**config.mk**
```make
export PLATFORM = sky130hd
export DESIGN_NAME = mem_responder
export DESIGN_NICKNAME = d
export VERILOG_FILES = /design/src/rtl/mem_responder.sv
export SDC_FILE = /design/constraint.sdc
export NUM_CORES = 1
export LEC_CHECK = 0
export CAP_MARGIN = 15
export CELL_PAD_IN_SITES_DETAIL_PLACEMENT = 1
export CELL_PAD_IN_SITES_GLOBAL_PLACEMENT = 2
export CORE_AREA = 2 2 109 111
export CTS_BUF_LIST = sky130_fd_sc_hd__clkbuf_8
export CTS_CLUSTER_DIAMETER = 120
export CTS_CLUSTER_SIZE = 40
export DETAILED_ROUTE_END_ITERATION = 8
export DIE_AREA = 0 0 111 113
export PLACE_DENSITY = 0.86
export SYNTH_ARGS = -nofsm -noshare
export SYNTH_HDL_FRONTEND = slang
export SYNTH_SLANG_ARGS = --single-unit
```
**constraint.sdc**
```tcl
create_clock -name clk -period 2.17 [get_ports clk]
set_clock_uncertainty 0.1 [all_clocks]
set_input_delay 0.5425 -clock clk [delete_from_list [all_inputs] [get_ports clk]]
set_output_delay 0.5425 -clock clk [all_outputs]
set_load 0.01 [all_outputs]
```
**src/rtl/mem_responder.sv**
```systemverilog
// mem_responder
//   Memory-side responder for the datapath's instruction-fetch and load/store
//   ports. The two requesters share one single-port synchronous RAM that has
//   a one-cycle read latency. Each fetched instruction or loaded word is
//   returned with a one-cycle valid/done pulse.
//
//   State table
//     state   | meaning
//     IDLE    | no access in progress; arbitrate and accept a request
//     ACCESS  | RAM sees the latched address (and write strobe on stores)
//     CAPTURE | RAM read data registered into the requester's output
//     RESPOND | one-cycle fetch_valid / ls_done pulse, then back to IDLE
//
//   Ports
//     clk, reset (async, active low)
//     fetch_req, mem_address_PC                  -> data_from_mem_PC, fetch_valid
//     loading, storing, mem_address_load_stor,
//     data_to_mem_stor                           -> data_from_mem_load, ls_done
//     busy                                       high whenever state != IDLE
//     ram_addr, ram_we, ram_wdata (registered)   <- ram_rdata
module mem_responder #(
  parameter int WIDTH     = 16,
  parameter int ADDR_BITS = 16
) (
  input  logic                 clk,
  input  logic                 reset,
  input  logic                 fetch_req,
  input  logic [WIDTH-1:0]     mem_address_PC,
  output logic [WIDTH-1:0]     data_from_mem_PC,
  output logic                 fetch_valid,
  input  logic                 loading,
  input  logic                 storing,
  input  logic [WIDTH-1:0]     mem_address_load_stor,
  input  logic [WIDTH-1:0]     data_to_mem_stor,
  output logic [WIDTH-1:0]     data_from_mem_load,
  output logic                 ls_done,
  output logic                 busy,
  output logic [ADDR_BITS-1:0] ram_addr,
  output logic                 ram_we,
  output logic [WIDTH-1:0]     ram_wdata,
  input  logic [WIDTH-1:0]     ram_rdata
);

  typedef enum logic [1:0] {IDLE, ACCESS, CAPTURE, RESPOND} state_t;

  state_t state, state_nxt;
  logic   op_fetch;       // latched operation: fetch
  logic   op_store;       // latched operation: store (load when neither)
  logic   last_grant_ls;  // previous grant went to load/store
  logic   req_ls;
  logic   grant_ls;
  logic   grant_fetch;

  // Load/store normally wins, but yields to a waiting fetch right after it
  // has been served, so a stream of data accesses cannot starve fetch.
  assign req_ls      = loading | storing;
  assign grant_ls    = req_ls & ~(last_grant_ls & fetch_req);
  assign grant_fetch = fetch_req & ~grant_ls;

  always_comb begin
    state_nxt   = state;
    busy        = (state != IDLE);
    fetch_valid = 1'b0;
    ls_done     = 1'b0;
    case (state)
      IDLE:    if (grant_ls || grant_fetch) state_nxt = ACCESS;
      ACCESS:  state_nxt = op_store ? RESPOND : CAPTURE;
      CAPTURE: state_nxt = RESPOND;
      RESPOND: begin
        state_nxt   = IDLE;
        fetch_valid = op_fetch;
        ls_done     = ~op_fetch;
      end
      default: state_nxt = IDLE;
    endcase
  end

  always_ff @(posedge clk or negedge reset) begin
    if (!reset) begin
      state              <= IDLE;
      op_fetch           <= 1'b0;
      op_store           <= 1'b0;
      last_grant_ls      <= 1'b0;
      ram_addr           <= '0;
      ram_we             <= 1'b0;
      ram_wdata          <= '0;
      data_from_mem_PC   <= '0;
      data_from_mem_load <= '0;
    end else begin
      state <= state_nxt;

      // ram_addr doubles as the latched request address; upper request
      // address bits beyond ADDR_BITS are dropped so addresses wrap.
      if (state == IDLE && (grant_ls || grant_fetch)) begin
        op_fetch      <= grant_fetch;
        op_store      <= grant_ls & storing;   // load+store together is a store
        last_grant_ls <= grant_ls;
        ram_addr      <= grant_ls ? mem_address_load_stor[ADDR_BITS-1:0]
                                  : mem_address_PC[ADDR_BITS-1:0];
        ram_we        <= grant_ls & storing;
        if (grant_ls && storing) ram_wdata <= data_to_mem_stor;
      end

      if (state == ACCESS) ram_we <= 1'b0;

      if (state == CAPTURE) begin
        if (op_fetch) data_from_mem_PC   <= ram_rdata;
        else          data_from_mem_load <= ram_rdata;
      end
    end
  end

endmodule

```
==> results.toml <==
[run_status]
run_status = "complete, no violations"

[layout]
fillCellCount = 1210
layout.nets = 428
drive_gt1_share_pct = 22.63
multi_input_area_um2 = 1112
antenna_cells = 0
mostFrequentLayoutCells = "132 x clkdlybuf4s50_1, 70 x dfrtp_1, 39 x mux2_2"
final_common_cell = "clkdlybuf4s50_1"
layout.area.seq_um2 = 1752
final_core_utilization_pct = 42.24
area.growth.synth_to_final_pct = 63.45
fin_area_um2 = 4761

[clocking]
cts_hold_buf = 0
cts_buffer_depth = 2
cts_buffers = 9
cts.clk_slew.worst_paths_ns = 0.08
clock-sinks = 70
clock-root-buffer = "clkbuf_8"
clk_latency_ns = 0.33
cts_tree = "built"
cts-htree-levels = 3

[synthesis]
synthesis.area_um2 = 2913
syn_nets = 278
ys_types = 26
syn_avg_cell_area_um2 = 14.28
ys_seq_area_share_pct = 60.14
synthCells = 204
yosysWarnings = 0
ys_ff_latch = 70

[routing]
drc = 0
dr.pass1.iters = 3
viasPerCell = 4.337
vias = 2173
first_iter_violations = 54
drt-total-wl_mm = 7.728
wire_per_inst_um = 15.43
ant_nets = 0

[pwr]
p_leak_nw = 2.058
p_total_mw = 6.726
irDropWorstVdd_mv = 0.5525
power.density_nw_per_um2 = 1413

[worst_setup_path]
r2r-start = "state[1]"
crit_type = "reg -> out"
cpPeakStageDelay_ns = 0.41
worstPathRequired_ns = 1.53
cp-end-kind = "primary output"
crit_path_end = "busy"
cp_common_cell = "inv_1"
critical_path_buf_inv_count = 3
start_kind = "flop"
cp_num_cells = 4
arrival_ns = 1.41
worstPathMaxFanout = 6
cp_top_family = "buffers and inverters"
crit_path_top_delay_cell = "dfrtp_1"
regToRegSetupSlack_ns = 0.32
path_cells = "inv_1 > ha_4 > inv_1 > dlygate4sd2_1"
r2r_end = "state[0]"
crit_start = "state[1]"
ff2ff_path_depth = 5

[die]
start_util_pct = 25.84
core_region_area_um2 = 11270
die_h_um = 113
fp.dieArea_um2 = 12540
num_rows = 39
die_x_um = 111
ios = 137

[timing]
rsz0062_at_grt = "false"
worst_slew_pin_slew_ns = 0.4638
slew_headroom_pct = 69.08
setup_viol = 0
max_clock_freq_mhz = 487.9
slew_violations = 0
period_minus_slack_ns = 2.050
final_hold_viol_count = 0
fin_crit_sh_pct = 94.45

[grt]
grt_start_max_net_pins = 38
antenna_found_initial = 0
groute.usage.overall_pct = 12.70
grt_pass1_wl_mm = 12.39
overflow = 0
first_global_vias = 2402

[hold_path]
hp-class = "in -> async"

[placement]
dp_hpwl_mm = 5.979
place_congestion = 0.7584
io_buffers = 136
placedInstanceArea_um2 = 4533

[job]
max_cap_viol_count = 0
[state kept, by name, indices dropped and copies added, names as in the netlist]
register            count
ram_wdata              16
op_store                1
state                   2
data_from_mem_PC       16
last_grant_ls           1
data_from_mem_load     16
op_fetch                1
ram_addr               16
ram_we                  1
[worst register-to-register path: cells and delay by family (launching register included)]
family | cells | cell delay (ns)
AND/OR/NAND/NOR | 1 | 0.65
AO/OA/AOI/OAI | 2 | 0.22
adder cells (fa/ha/maj) | 1 | 0.19
flip-flops | 1 | 0.41
buffers and inverters | 1 | 0.16
[how the worst min path moves through the flow]
stage | cells past startpoint | end | slack, ns | start
3_3_place_gp | 2 | ram_addr[0] | 0.36 | ram_addr[0]
2_1_floorplan | 0 | data_from_mem_PC[0] | 0.15 | reset
3_5_place_dp | 2 | ram_addr[11] | 0.37 | ram_addr[11]
5_1_grt | 1 | ram_wdata[15] | 0.06 | reset
6_report | 1 | ram_wdata[15] | 0.05 | reset
4_1_cts | 1 | ram_wdata[5] | 0.05 | reset
[metal layers]
metal,up-vias,part of all wire (%),track usage (%),wire length (um)
li1,1014,-,-,-
met3,5,6.8,4.821,523
met1,1071,40,14.07,3121
met5,-,0,0,0
met4,0,0.83,4.250,64
met2,83,52,22.54,4018
[power breakdown]
group	internal [mW]	switching (mW)	leakage [nW]
Combinational	2.00	1.26	1.12
Sequential	1.97	0.369	0.834
Clock	0.641	0.492	0.109
[cells in the mapped netlist]
master | number | area (um^2)
buf_2 | 5 | 25.02
and3_1 | 1 | 6.260
a32oi_1 | 1 | 8.760
o31ai_2 | 1 | 12.51
a21o_1 | 1 | 7.510
dfrtp_1 | 70 | 1752
mux2_4 | 9 | 135.1
a211oi_1 | 1 | 7.510
a32o_1 | 1 | 10.01
mux2i_1 | 16 | 160.2
nand2_1 | 20 | 75.07
or4b_2 | 1 | 10.01
inv_1 | 3 | 11.26
a22oi_1 | 1 | 7.510
ha_1 | 5 | 62.56
buf_6 | 2 | 22.52
nand2b_1 | 1 | 6.260
nor2b_1 | 1 | 6.260
o21ai_0 | 19 | 95.09
and2_1 | 1 | 6.260
a2bb2oi_4 | 1 | 26.28
nor2_1 | 1 | 3.750
buf_4 | 1 | 7.510
mux2_2 | 39 | 439.2
o21ai_1 | 1 | 5.000
clkbuf_1 | 1 | 3.750
[stage by stage]
step	setup TNS, ns	hold slack, ns	std cells	setup WS, ns
final	0	0.05095	501	0.1205
after global routing	0	0.06011	501	0.01838
after CTS	0	0.04807	501	0.09868
after detailed placement	-1.459	0.3690	485	-0.1618
after global placement	-0.6385	0.3613	485	-0.1302
after floorplan	0	0.1469	204	0.3782
[logic make-up after synthesis]
kind of cell / synth area share, %
fa+ha+maj: 2.148
buf+inv: 2.405
compound gates: 6.186
flops: 60.14
mux: 25.21
simple gates: 3.909
[layout make-up]
class | instances | share of cell area [%]
inverters | 3 | 0.2365
multi-input cells | 122 | 23.36
well taps | 143 | 3.758
flip-flops and latches | 70 | 36.79
repair buffers | 148 | 31.41
clock buffers | 9 | 2.602
clock inverters | 6 | 1.840
[timing repair]
action / 4_1_cts / 5_1_grt
setup endpoints to repair: 3 / 0
buffers inserted: 1 / 0
hold endpoints to repair: 0 / 0
gates resized for setup: 6 / 0
(Power assumes the default switching activity.)
